===== src/rtl/inst_dispatch.sv =====
// -----------------------------------------------------------------------------
// inst_dispatch
//   Pops one instruction word at a time from the instruction FIFO, latches its
//   control fields, starts the ILC/BSR (and the W2C when the word asks for
//   write-back), then waits for every started unit to finish before popping
//   the next word.
//
// Ports
//   clk, rst_n           clock, synchronous active-low reset
//   run                  level enable for fetching new words
//   instruct, inst_empty FIFO head word and empty flag
//   inst_req             pop strobe (combinational)
//   ilc_start/ilc_done   start pulse / completion pulse, ILC+BSR
//   w2c_start/w2c_done   start pulse / completion pulse, W2C
//   ilc_* .. bias_shift  decoded fields of the current instruction
//   busy                 not in IDLE
//   inst_cnt             completed-instruction counter (wraps)
//   idle_empty           IDLE with nothing left in the FIFO
//
// INST_LEN must be at least 137; bits above 136 are not decoded.
// -----------------------------------------------------------------------------
module inst_dispatch #(
    parameter int INST_LEN = 256,
    parameter int CNT_W    = 16
) (
    input  logic                clk,
    input  logic                rst_n,
    input  logic                run,
    input  logic [INST_LEN-1:0] instruct,
    input  logic                inst_empty,
    output logic                inst_req,
    output logic                ilc_start,
    input  logic                ilc_done,
    output logic                w2c_start,
    input  logic                w2c_done,
    output logic [35:0]         ilc_st_addr,
    output logic                ilc_ispad,
    output logic [8:0]          ilc_linelen,
    output logic [3:0]          bsr_iszero,
    output logic [7:0]          bsr_buffermux,
    output logic                ilc_fromfifo,
    output logic                ilc_tofifo,
    output logic                is_w2c_back,
    output logic [35:0]         w2c_st_addr,
    output logic [8:0]          w2c_linelen,
    output logic                w2c_pooled,
    output logic                pooled_type,
    output logic [8:0]          wb_st_rd_addr,
    output logic [4:0]          w2c_shift_len,
    output logic [1:0]          w2c_valid_mac,
    output logic                is_bb,
    output logic [6:0]          bias_addr,
    output logic [4:0]          bias_shift,
    output logic                busy,
    output logic [CNT_W-1:0]    inst_cnt,
    output logic                idle_empty
);

    localparam int FLD_W = 137;

    typedef enum logic [1:0] {IDLE, ISSUE, WAIT} state_t;

    state_t           state;
    logic [FLD_W-1:0] fld;      // latched instruction bits 136:0
    logic             ilc_dn;   // sticky ILC completion
    logic             w2c_dn;   // sticky W2C completion
    logic             done_ok;

    // Upper instruction bits carry nothing this block decodes.
    generate
        if (INST_LEN > FLD_W) begin : g_hi
            logic unused_hi;
            assign unused_hi = ^instruct[INST_LEN-1:FLD_W];
        end
    endgenerate

    // Held low during reset so the FIFO never loses a word to an aborted fetch.
    assign inst_req = rst_n & (state == IDLE) & run & ~inst_empty;

    // Same-cycle done pulses count, so a done landing on the exit cycle
    // needs no extra cycle to be captured first.
    assign done_ok = (ilc_dn | ilc_done) & (~fld[60] | w2c_dn | w2c_done);

    assign busy       = (state != IDLE);
    assign idle_empty = (state == IDLE) & inst_empty;

    always_ff @(posedge clk) begin
        if (!rst_n) begin
            state     <= IDLE;
            fld       <= '0;
            ilc_dn    <= 1'b0;
            w2c_dn    <= 1'b0;
            ilc_start <= 1'b0;
            w2c_start <= 1'b0;
            inst_cnt  <= '0;
        end else begin
            ilc_start <= 1'b0;
            w2c_start <= 1'b0;
            case (state)
                IDLE: begin
                    if (inst_req) begin
                        fld       <= instruct[FLD_W-1:0];
                        ilc_dn    <= 1'b0;
                        w2c_dn    <= 1'b0;
                        // Start pulses are registered so they line up with ISSUE.
                        ilc_start <= 1'b1;
                        w2c_start <= instruct[60];
                        state     <= ISSUE;
                    end
                end
                ISSUE: begin
                    if (ilc_done)           ilc_dn <= 1'b1;
                    if (w2c_done & fld[60]) w2c_dn <= 1'b1;
                    state <= WAIT;
                end
                WAIT: begin
                    if (ilc_done)           ilc_dn <= 1'b1;
                    if (w2c_done & fld[60]) w2c_dn <= 1'b1;
                    if (done_ok) begin
                        state    <= IDLE;
                        inst_cnt <= inst_cnt + 1'b1;
                    end
                end
                default: state <= IDLE;
            endcase
        end
    end

    assign ilc_st_addr   = fld[35:0];
    assign ilc_ispad     = fld[36];
    assign ilc_linelen   = fld[45:37];
    assign bsr_iszero    = fld[49:46];
    assign bsr_buffermux = fld[57:50];
    assign ilc_fromfifo  = fld[58];
    assign ilc_tofifo    = fld[59];
    assign is_w2c_back   = fld[60];
    assign w2c_st_addr   = fld[96:61];
    assign w2c_linelen   = fld[105:97];
    assign w2c_pooled    = fld[106];
    assign pooled_type   = fld[107];
    assign wb_st_rd_addr = fld[116:108];
    assign w2c_shift_len = fld[121:117];
    assign w2c_valid_mac = fld[123:122];
    assign is_bb         = fld[124];
    assign bias_addr     = fld[131:125];
    assign bias_shift    = fld[136:132];

endmodule


===== config.mk =====
export PLATFORM = sky130hd
export DESIGN_NAME = inst_dispatch
export DESIGN_NICKNAME = d
export VERILOG_FILES = /design/src/rtl/inst_dispatch.sv
export SDC_FILE = /design/constraint.sdc
export NUM_CORES = 1
export LEC_CHECK = 0
export BUFFER_PORTS_ARGS = -buffer_cell sky130_fd_sc_hd__buf_2
export CORE_AREA = 2 2 163 165
export DETAILED_ROUTE_END_ITERATION = 12
export DIE_AREA = 0 0 165 167
export GPL_ROUTABILITY_DRIVEN = 0
export SETUP_SLACK_MARGIN = 0.15
export SLEW_MARGIN = 20
export SYNTH_ARGS = -nofsm -noshare
export SYNTH_HDL_FRONTEND = slang
export SYNTH_SLANG_ARGS = --single-unit
export TNS_END_PERCENT = 30

===== constraint.sdc =====
create_clock -name clk -period 1.5 [get_ports clk]
set_input_delay 0 -clock clk [delete_from_list [all_inputs] [get_ports clk]]
set_output_delay 0 -clock clk [all_outputs]
set_load 0.01 [all_outputs]

-- Yosys cells after proc, flatten, opt, wreduce, memory -nomap -nowiden
Index checks and enable logic that the tools add are counted.
- word-level logic and storage cells: 45
- register bits after elaboration: 159
- equal/unequal tests: 6
- reduce and logical (&&, ||, !) cells: 11
- bitwise operators: 11
- $add $sub $neg: 1
- mux-type cells: 9
- operator list (cell ; count):
    16-bit by 1-bit adder with 16-bit output (second input constant) ; 1
    3-bit AND reduction ; 3
    2-bit AND reduction ; 4
    1-bit AND ; 6
    2-bit one-hot mux with 3 select lines ; 1
    1-bit 2-to-1 mux ; 4
    2-bit 2-to-1 mux ; 2
    2-bit by 1-bit != test with 1-bit output (second input constant) ; 2
    2-bit != test (second input constant) ; 2
    1-bit one-hot mux with 2 select lines ; 2
    2-bit nonzero test ; 2
    1-bit bitwise OR ; 3
    2-bit by 1-bit == test with 1-bit output (second input constant) ; 1
    2-bit == test (second input constant) ; 1
    2-bit zero test ; 1
    1-bit NOT ; 2
    2-bit OR reduction ; 1

-- Logic depth before layout (Yosys ltp)
Gate-level depths: netlist (run 1).
- depth in word-level cells: 6
- depth in mapped cells: 8
- mapped depth without buffers: 6

-- Least setup slack after synthesis (run 1)
OpenSTA, ideal clock, no wires.
- path type: reg2reg
- from: reg state[0]
- to: reg fld[81]
- stages on the path, launching flop included: 8
- period minus slack after synthesis: 1.486 ns
- slack: 0.014 ns
- buffers on the path: 2
- library setup time: 0.059 ns
- arrival time: 1.427 ns
- cell sequence: dfxtp_1 inv_1 ha_1 nand4b_1 buf_2 clkbuf_1 nand3_1 nand2_1
- cells in the longest elaborated chain, start to end: 5
- ends and longest elaborated chain (element ; line ; RTL):
    start: declaration ; 63 ; state_t state;
    start signal: assignment ; 89 ; state <= IDLE;
    start signal: assignment ; 108 ; state <= ISSUE;
    start signal: assignment ; 114 ; state <= WAIT;
    2-bit zero test (*) ; 78, 99 ;
    1-bit AND (3 in series) ; 78 ; assign inst_req = rst_n & (state == IDLE) & run & ~inst_empty;
    2-bit AND reduction (no line) (*) ; n/a ;
    end signal: assignment ; 102 ; fld <= instruct[FLD_W-1:0];
    end: declaration ; 64 ; logic [FLD_W-1:0] fld;
Every way passes the cells marked *; elsewhere a longest branch is shown, timed or not.
A chain may end at the register's enable or synchronous reset.

-- Final worst setup path (run 1)
- from: reg state[1]
- to: out inst_req
- cells in the longest elaborated chain, start to end: 4
- ends and longest elaborated chain (element ; line ; RTL):
    2-bit zero test ; 78 ;
    1-bit AND (3 in series) ; 78 ;
    end: declaration ; 31 ; output logic inst_req,
No other way between the ends.

==> flow_summary.json, run 1 <==
{
  "top_level_ports": 420,
  "grt_usage_pct": 14.2,
  "setup.worst_path.start_class": "flip-flop",
  "cp_data_required_time_ns": 1.50,
  "cts_inserted_buffers": 17,
  "io_buf_count": 300,
  "cpPeakStageDelay_ns": 0.37,
  "crit_start": "state[1]",
  "diodes_inserted": 0,
  "ys_seq_elements": 159,
  "filler_cell_count": 2492,
  "final_antenna_net_count": 0,
  "multi_input_comb_area_um2": 2530,
  "detail_route.vias_per_cell": 4.26,
  "async_set_reset_flop_share_out_of_synthesis_pct": 0,
  "syn_area_um2": 5830,
  "cts_max_level": 4,
  "cpMostUsedCell": "buf_6",
  "design.final.nets": 1432,
  "globalRoute.totalOverflow": 0,
  "tightestPinTransition_ns": 0.659,
  "ys.warnings.count": 0,
  "finalWirelength_um": 20600,
  "clock_tree_from_tritoncts": "done",
  "finClkSkew_ns": 0.00880,
  "die-height_um": 167,
  "worst_slew_margin_rel_pct": 56.0,
  "grt_setup_unrepaired": "yes",
  "post_route_cells_drive_above_1_share_pct": 35.0,
  "cp_slowest_cell": "dfxtp_4",
  "crit_path_end": "inst_req",
  "dp.final_hpwl_um": 12000,
  "drt-wirelength-per-cell_um": 13.6,
  "timing.final.max_slew_violations": 0,
  "maxCapViolations": 0,
  "drc": 0,
  "register_area_um2": 3190,
  "first_iter_violations": 409,
  "maxClockFrequency_mhz": 656,
  "clock_sinks": 159,
  "routed-via-count": 6446,
  "placementRows": 59,
  "clk-insertion-delay-late_ns": 0.41,
  "dieWidth_um": 165,
  "post-route-min-period_ns": 1.52,
  "post_layout_utilization_of_the_core_pct": 40.2,
  "critical_path_arrival_ns": 1.52,
  "core_um2": 25800,
  "leakagePower_nw": 5.40,
  "synthesis.area_per_instance_um2": 8.16,
  "rr_worst_depth": 8,
  "setup_viol_count_final": 2,
  "postSynth.topFlopCell": "dfxtp_1",
  "ir_drop_mv": 0.604,
  "register_clock_pin_slew_on_the_reported_worst_setup_and_hold_paths_ns": 0.07,
  "die_area_um2": 27600,
  "cts_root_buffer": "clkbuf_16",
  "areaGrowthSynthToFinish_pct": 77.7,
  "timing.final.ws_setup_ns": -0.0250,
  "grt_first_pass_wirelength_um": 31500,
  "fin_worst_hold_slack_ns": 0.159,
  "hold_violations": 0,
  "r2r_start": "state[1]",
  "effective_utilization_at_floorplan_pct": 22.6,
  "path_class": "flip-flop to output port",
  "antenna_violations_before_repair": 0,
  "yosysUniqueCellTypes": 35,
  "holdCritPathClass": "input port to flip-flop",
  "crit_path_max_fanout": 5,
  "crit_chain": "inv_4 -> ha_4 -> nand4b_1 -> buf_6 -> inv_12 -> buf_12 -> buf_6",
  "synth_enable_flop_cells": 0,
  "grt_pass1_vias": 6346,
  "synth_fp_nets": 982,
  "failed_checks": "negative setup slack",
  "share_of_synthesized_area_occupied_by_flip_flops_and_latches_pct": 54.6,
  "p_per_area_nw_per_um2": 1200,
  "post_synth_inst_count": 715,
  "first_pass_iters": 4,
  "r2r_slack_ns": -0.01,
  "timing.final.crit_share_pct": 102,
  "grt_max_degree": 135,
  "cp-end-kind": "output port",
  "cts_buffer_depth": 2,
  "timing.rr.end": "fld[60]",
  "run_status": "complete, but fails checks"
}
==> synth_stat cells (5+ instances only) <==
master / instances / area (um2)
xor2_1: 6 / 52.6
inv_1: 5 / 18.8
clkbuf_1: 18 / 67.6
and2_1: 10 / 62.6
ha_1: 5 / 62.6
nand3_1: 141 / 706
dfxtp_1: 159 / 3180
buf_2: 27 / 135
mux2i_1: 10 / 100
nand2_1: 291 / 1090
nand2b_1: 8 / 50.1
==> cell families after synthesis <==
logic type | share of synthesized area, %
compound gates | 1.37
xor+xnor | 0.901
fa+ha+maj | 1.07
buf+inv | 4.59
flops | 54.6
mux | 1.72
simple gates | 35.8
==> where the power goes <==
part           internal [mW]  switching [mW]  leakage, nW
sequential              4.66           0.226         1.30
clock                   3.36            1.82        0.335
combinational           1.21            1.21         3.77
==> per-layer routing <==
| metal | part of all wire, % | routed length [um] | GRT usage [%] |
|---|---|---|---|
| met5 | 0 | 0 | 0 |
| met4 | 2.2 | 450 | 5.14 |
| met3 | 6.2 | 1280 | 3.71 |
| met2 | 49 | 10100 | 25.3 |
| met1 | 43 | 8790 | 16.2 |
==> critical path: cells and delay by family, from the launching register on <==
family | cells | cell delay, ns
buffers and inverters | 5 | 0.48
flip-flops | 1 | 0.37
adder cells (fa/ha/maj) | 1 | 0.15
AND/OR/NAND/NOR | 1 | 0.11
==> what timing repair did <==
item	CTS	global route
resized for setup	42	8
setup endpoints to repair	160	160
pin swaps	19	13
cloned	3	3
hold endpoints to repair	140	0
setup buffers	7	2
hold buffers	139	0
==> stage by stage <==
step                instance area [um2]  instances  setup WS, ns  total power [mW]  TNS, ns
global route                      10400       1512        -0.107              13.1    -7.01
CTS                               10200       1507       -0.0311              12.5  -0.0749
floorplan                          5950        715         0.116              5.91        0
global placement                   7840       1327       -0.0944              6.75    -5.34
finish                            10400       1512       -0.0250              12.5  -0.0373
detailed placement                 7840       1327       -0.0869              6.78    -4.98
==> cell type report <==
class,count,area share [%]
clock buffer,19,4.27
clock inverter,12,2.44
inverter,5,0.350
multi-input combinational,501,24.4
sequential,159,30.8
tap,335,4.04
timing repair buffer,481,33.7
==> worst min path at each step <==
| stage | startpoint | end | slack (ns) | cells after the start |
|---|---|---|---|---|
| after detailed placement | instruct[78] | fld[78] | 0.18 | 3 |
| final | rst_n | inst_cnt[13] | 0.16 | 4 |
| after floorplan | instruct[0] | fld[0] | 0.1 | 2 |
| after global placement | instruct[26] | fld[26] | 0.18 | 3 |
| after global routing | rst_n | fld[136] | 0.16 | 4 |
| after CTS | rst_n | inst_cnt[11] | 0.13 | 4 |
==> registers in the layout (all words and copies together), names as in the netlist <==
signal / cells
ilc_dn: 1
w2c_dn: 1
fld: 137
w2c_start: 1
inst_cnt: 16
state: 2
ilc_start: 1
==> cells in the final DEF (no fill, tap or decap), types with 2 or more instances in the layout <==
master / count
and2_1: 7
buf_8: 2
dfxtp_2: 2
nand2b_1: 8
nand2_2: 4
ha_1: 2
dfxtp_1: 155
nor4b_4: 2
dlygate4sd3_1: 139
buf_6: 5
nand4_1: 2
nand2_1: 287
dfxtp_4: 2
inv_6: 4
and2_4: 3
clkbuf_16: 20
xor2_1: 6
buf_2: 297
inv_4: 2
buf_4: 23
a21oi_1: 2
mux2i_1: 10
ha_4: 3
bufinv_16: 7
inv_1: 2
nand3_2: 9
nand3_1: 132
buf_12: 7
nor3b_2: 2
buf_16: 5
o21ai_0: 3
(Power assumes the default switching activity.)
==> run 2, diff against run 1 <==
--- a/config.mk
+++ b/config.mk
@@ -6,9 +6,9 @@
 export NUM_CORES = 1
 export LEC_CHECK = 0
 export BUFFER_PORTS_ARGS = -buffer_cell sky130_fd_sc_hd__buf_2
-export CORE_AREA = 2 2 163 165
+export CORE_AREA = 2 2 164 166
 export DETAILED_ROUTE_END_ITERATION = 12
-export DIE_AREA = 0 0 165 167
+export DIE_AREA = 0 0 166 168
 export GPL_ROUTABILITY_DRIVEN = 0
 export SETUP_SLACK_MARGIN = 0.15
 export SLEW_MARGIN = 20
==> constraint.sdc (replaced) <==
create_clock -name clk -period 1.6 [get_ports clk]
set_input_delay 0 -clock clk [delete_from_list [all_inputs] [get_ports clk]]
set_output_delay 0 -clock clk [all_outputs]
set_load 0.01 [all_outputs]
==> run 2 against run 1 <==
The run now ends clean. Critical path depth grew 3. Routed wire length grew 16%. Count of clock-buffer cells in the layout shrank 2. Final cell count grew 1.9%. Critical endpoint is now fld[114]. Clock power shrank 15%. Setup slack gained 0.065 ns. Flip-flop and latch count is the same. Combinational power grew 8%. Non-clock buffer count grew 21. Global-route usage grew 0.76 points. Utilization grew 1.3 points. Design area grew 5.5%.
==> flow_summary.json, run 2 (synthesized netlist as in run 1, its figures left out) <==
{
  "antenna_violations_before_repair": 2,
  "effective_utilization_at_floorplan_pct": 22.1,
  "grt_pass1_vias": 6509,
  "top_level_ports": 420,
  "tightestPinTransition_ns": 0.774,
  "maxClockFrequency_mhz": 641,
  "cts_buffer_depth": 2,
  "post_layout_utilization_of_the_core_pct": 41.5,
  "worst_slew_margin_rel_pct": 48.4,
  "cp_data_required_time_ns": 1.91,
  "top_delay_family_on_crit_path": "buffers and inverters",
  "maxCapViolations": 0,
  "drt-wirelength-per-cell_um": 15.5,
  "layoutNonFillerInstCount": 1541,
  "filler_cell_count": 2484,
  "ir_drop_mv": 0.675,
  "cts_root_buffer": "clkbuf_16",
  "dieWidth_um": 166,
  "dp.final_hpwl_um": 12500,
  "setup_viol_count_final": 0,
  "mostFrequentLayoutCells": "buf_2, nand2_1, dfxtp_1, dlygate4sd3_1, nand3_1",
  "finalWirelength_um": 23900,
  "first_pass_iters": 5,
  "io_buf_count": 300,
  "regMostFlops": "fld",
  "layout.cell_area.non_filler_um2": 10900,
  "timing.final.max_slew_violations": 0,
  "routed-via-count": 6691,
  "crit_path_max_fanout": 9,
  "hold-path-cell-count": 3,
  "clk-insertion-delay-late_ns": 0.42,
  "cts_inserted_buffers": 17,
  "die_area_um2": 27900,
  "post_route_cells_drive_above_1_share_pct": 41.0,
  "hold_violations": 0,
  "layout_commonest_cell": "buf_2",
  "fin_total_pwr_mw": 11.6,
  "critical_path_arrival_ns": 1.87,
  "path_class": "flip-flop to flip-flop",
  "drc": 0,
  "holdCritPathClass": "input port to flip-flop",
  "setup.worst_path.start_class": "flip-flop",
  "finClkSkew_ns": 0.0123,
  "worst-path-stages": 10,
  "p_per_area_nw_per_um2": 1060,
  "detail_route.vias_per_cell": 4.34,
  "placementRows": 60,
  "die-height_um": 168,
  "dpl_worst_slack_ns": -0.0783,
  "cp-end-kind": "flip-flop",
  "tns_ns": 0,
  "grt_setup_unrepaired": "yes",
  "design.final.nets": 1453,
  "globalRoute.totalOverflow": 0,
  "first_iter_violations": 331,
  "timing.critical_path.buf_inv": 6,
  "grt_usage_pct": 15.0,
  "rr_worst_depth": 10,
  "crit_chain": "inv_4 -> ha_4 -> nand4b_1 -> buf_6 -> inv_12 -> buf_8 -> buf_12 -> buf_12 -> nand2_1 -> nand2_1",
  "largest_register_ffs": 137,
  "cpPeakStageDelay_ns": 0.35,
  "areaGrowthSynthToFinish_pct": 87.5,
  "run_status": "complete, no violations",
  "grt_max_degree": 168,
  "cts_max_level": 4,
  "dpl.cell_count": 1336,
  "timing.final.ws_setup_ns": 0.0399,
  "clock_tree_from_tritoncts": "done",
  "core_um2": 26400,
  "post-route-min-period_ns": 1.56,
  "final_antenna_net_count": 0,
  "leakagePower_nw": 5.70,
  "grt_first_pass_wirelength_um": 33500,
  "timing.final.crit_share_pct": 97.5,
  "dpl_cell_area_um2": 7820,
  "biggestRegsByFlops": "fld (137), inst_cnt (16), state (2)",
  "cp_slowest_cell": "dfxtp_2",
  "register_clock_pin_slew_on_the_reported_worst_setup_and_hold_paths_ns": 0.07,
  "clock_sinks": 159,
  "fin_worst_hold_slack_ns": 0.256
}
[run 2: cell count changes in the layout (fill, tap and decap cells not counted), sizes merged]
cell and delta:
bufinv -4, diode +1, clkbuf +5, bufbuf +1, clkinv +3, inv +4
buf +13
[run 2: metal layers]
metal | track usage (%) | vias up | share of wire, %
li1 | - | 3270 | -
met4 | 5.63 | 2 | 2.3
met3 | 5.45 | 43 | 7.5
met2 | 25.5 | 267 | 49
met5 | 0 | - | 0.054
met1 | 17.2 | 3109 | 41
[run 2: timing repair]
action	CTS	global route
pin swaps	6	56
hold buffers	139	0
gates resized for setup	37	110
setup buffers	13	1
gates cloned	7	12
endpoints found under the hold margin	140	0
setup endpoints to repair	152	158
[run 2: final timing paths]
check,from,to,slack [ns]
worst max-delay path,state[0],fld[114],0.04
worst min-delay path,rst_n,fld[60],0.26
worst max register to register,state[0],fld[114],0.04
worst min register to register,fld[126],fld[126],0.45
[run 2: area by class of cell]
type / instances / area (um2) / share of cell area [%]
repair buffers: 502 / 3930 / 35.9
well taps: 341 / 427 / 3.90
clock inverters: 15 / 198 / 1.81
flip-flops and latches: 159 / 3190 / 29.1
diodes: 1 / 2.50 / 0.0229
inverters: 5 / 33.8 / 0.309
clock buffers: 17 / 425 / 3.89
multi-input cells: 501 / 2740 / 25.0
[run 2: tightest hold or removal path: stages]
cell and delay (ns):
buf_4 0.12, buf_12 0.29, o21a_1 0.19
[run 2: power breakdown]
part,total [mW],internal [mW],switching (mW),leakage [nW]
logic,2.61,1.32,1.29,4.10
clock network,4.41,2.52,1.89,0.305
registers,4.58,4.36,0.216,1.30
==> run 3, diff against run 2 <==
--- a/config.mk
+++ b/config.mk
@@ -6,9 +6,9 @@
 export NUM_CORES = 1
 export LEC_CHECK = 0
 export BUFFER_PORTS_ARGS = -buffer_cell sky130_fd_sc_hd__buf_2
-export CORE_AREA = 2 2 164 166
+export CORE_AREA = 2 2 161 163
 export DETAILED_ROUTE_END_ITERATION = 12
-export DIE_AREA = 0 0 166 168
+export DIE_AREA = 0 0 163 165
 export GPL_ROUTABILITY_DRIVEN = 0
 export SETUP_SLACK_MARGIN = 0.15
 export SLEW_MARGIN = 20
==> run 3 against run 2 <==
First-iteration DRC count grew 15%. Global-route usage shrank 0.31 points. Utilization grew 1.5 points. Critical endpoint is now fld[130]. Clock skew shrank 0.0049 ns. Highest routed layer is now met4. Flip-flop and latch count is the same. Final cell count shrank 0.71%.
==> flow_summary.json, run 3 (synthesized netlist as in run 1, its figures left out) <==
{
  "run_status": "complete, no violations",
  "top_level_ports": 420,
  "dpl.cell_count": 1335,
  "placementRows": 58,
  "leakagePower_nw": 5.58,
  "beginning_of_the_worst_hold_path": "rst_n",
  "cpPeakStageDelay_ns": 0.33,
  "clock_tree_from_tritoncts": "done",
  "p_per_area_nw_per_um2": 1100,
  "diodes_inserted": 0,
  "setup.worst_path.start_class": "flip-flop",
  "timing.rr.end": "fld[130]",
  "hold-path-cell-count": 4,
  "layout_commonest_cell": "buf_2",
  "worst_slew_margin_rel_pct": 42.8,
  "cts_max_level": 4,
  "hold_violations": 0,
  "ir_drop_mv": 0.629,
  "post_route_cells_drive_above_1_share_pct": 37.6,
  "r2r_start": "state[0]",
  "drt-wirelength-per-cell_um": 14.6,
  "rr_worst_depth": 9,
  "maxCapViolations": 0,
  "grt_first_pass_wirelength_um": 31400,
  "design.final.nets": 1455,
  "setup_viol_count_final": 0,
  "dp.final_hpwl_um": 12400,
  "layoutNonFillerInstCount": 1530,
  "crit_chain": "inv_4 -> ha_4 -> nand4b_1 -> buf_6 -> buf_8 -> buf_12 -> buf_6 -> nand3_1 -> nand2_1",
  "register_clock_pin_slew_on_the_reported_worst_setup_and_hold_paths_ns": 0.07,
  "finClkSkew_ns": 0.00736,
  "cts_root_buffer": "clkbuf_16",
  "tightestPinTransition_ns": 0.858,
  "post-route-min-period_ns": 1.54,
  "die-height_um": 165,
  "first_iter_violations": 379,
  "cpMostUsedCell": "buf_6",
  "detail_route.vias_per_cell": 4.31,
  "finalWirelength_um": 22300,
  "cp-end-kind": "flip-flop",
  "routed-via-count": 6593,
  "first_pass_iters": 4,
  "timing.final.crit_share_pct": 96.3,
  "regMostFlops": "fld",
  "drc": 0,
  "grt_max_degree": 168,
  "grt_usage_pct": 14.7,
  "crit_path_max_fanout": 7,
  "biggestRegsByFlops": "fld (137), inst_cnt (16), state (2)",
  "dpl_cell_area_um2": 7880,
  "largest_register_ffs": 137,
  "clk-insertion-delay-late_ns": 0.41,
  "holdCritPathClass": "input port to flip-flop",
  "layout.cell_area.non_filler_um2": 10800,
  "crit_start": "state[0]",
  "antenna_violations_before_repair": 0,
  "r2r_slack_ns": 0.06,
  "core_um2": 25000,
  "cts_inserted_buffers": 17,
  "effective_utilization_at_floorplan_pct": 23.3,
  "timing.final.max_slew_violations": 0,
  "die_area_um2": 26900,
  "dieWidth_um": 163,
  "clock_sinks": 159,
  "grt_pass1_vias": 6318,
  "io_buf_count": 300,
  "areaGrowthSynthToFinish_pct": 84.5,
  "grt_setup_unrepaired": "yes",
  "mostFrequentLayoutCells": "buf_2, nand2_1, dfxtp_1, dlygate4sd3_1, nand3_1",
  "cts_buffer_depth": 2,
  "critical_path_arrival_ns": 1.84,
  "path_class": "flip-flop to flip-flop",
  "maxClockFrequency_mhz": 649,
  "globalRoute.totalOverflow": 0,
  "cp_slowest_cell": "dfxtp_2",
  "final_antenna_net_count": 0,
  "fin_worst_hold_slack_ns": 0.255,
  "worstHoldEndpoint": "inst_cnt[10]",
  "cp_data_required_time_ns": 1.90
}
run 3: cell count changes in the layout (fill, tap and decap cells not counted), sizes merged:
cell	before	now
bufbuf	1	0
buf	352	357
bufinv	3	6
inv	13	9
clkinv	3	1
diode	1	0
run 3: how the worst max path moves through the flow:
stage | endpoint | cells after the start
2_1_floorplan | inst_cnt[10] | 6
3_3_place_gp | inst_cnt[12] | 6
3_5_place_dp | inst_cnt[10] | 6
4_1_cts | inst_req | 7
5_1_grt | fld[32] | 9
6_report | fld[130] | 9
run 3: layer usage:
layer  global-route usage (%)  wire length (um)  vias to the layer above
met5                        0                 0                        -
met4                     5.31               516                        0
met3                     4.24              1490                       35
met2                     26.0             11100                      249
met1                     16.8              9170                     3036
li1                         -                 -                     3273
run 3: through the flow:
step	util [%]	setup TNS, ns	total power, mW	setup slack [ns]
2_1_floorplan	-	0	5.47	0.150
3_3_place_gp	31.5	0	6.34	0.0139
3_5_place_dp	31.5	-0.0188	6.36	-0.00797
4_1_cts	41.1	0	11.6	0.0620
5_1_grt	43.0	-0.161	12.3	-0.0156
6_report	43.0	0	11.8	0.0589
run 3: critical path, delay by kind of cell (launching register included):
kind          cells  cell delay (ns)
fa+ha+maj         1             0.14
flops             1             0.33
simple gates      3             0.29
buf+inv           5             0.66
run 3: where the power goes:
group          internal [mW]  switching, mW
Combinational           1.27           1.22
Clock                   2.99           1.73
Sequential              4.37          0.221
Total                   8.62           3.18
run 3: area by class of cell:
cell class,instances,area (um2)
Clock buffer,19,443
Timing Repair Buffer,504,3820
Sequential cell,159,3190
Clock inverter,12,230
Tap cell,330,413
Fill cell,2371,14300
Inverter,5,33.8
Multi-Input combinational cell,501,2640
run 3: repair_timing:
item / CTS / global route
endpoints found under the hold margin: 140 / 0
setup endpoints to repair: 152 / 159
hold buffers: 139 / 0
pin swaps: 38 / 72
resized for setup: 48 / 52
cloned: 3 / 11
buffers inserted: 10 / 1
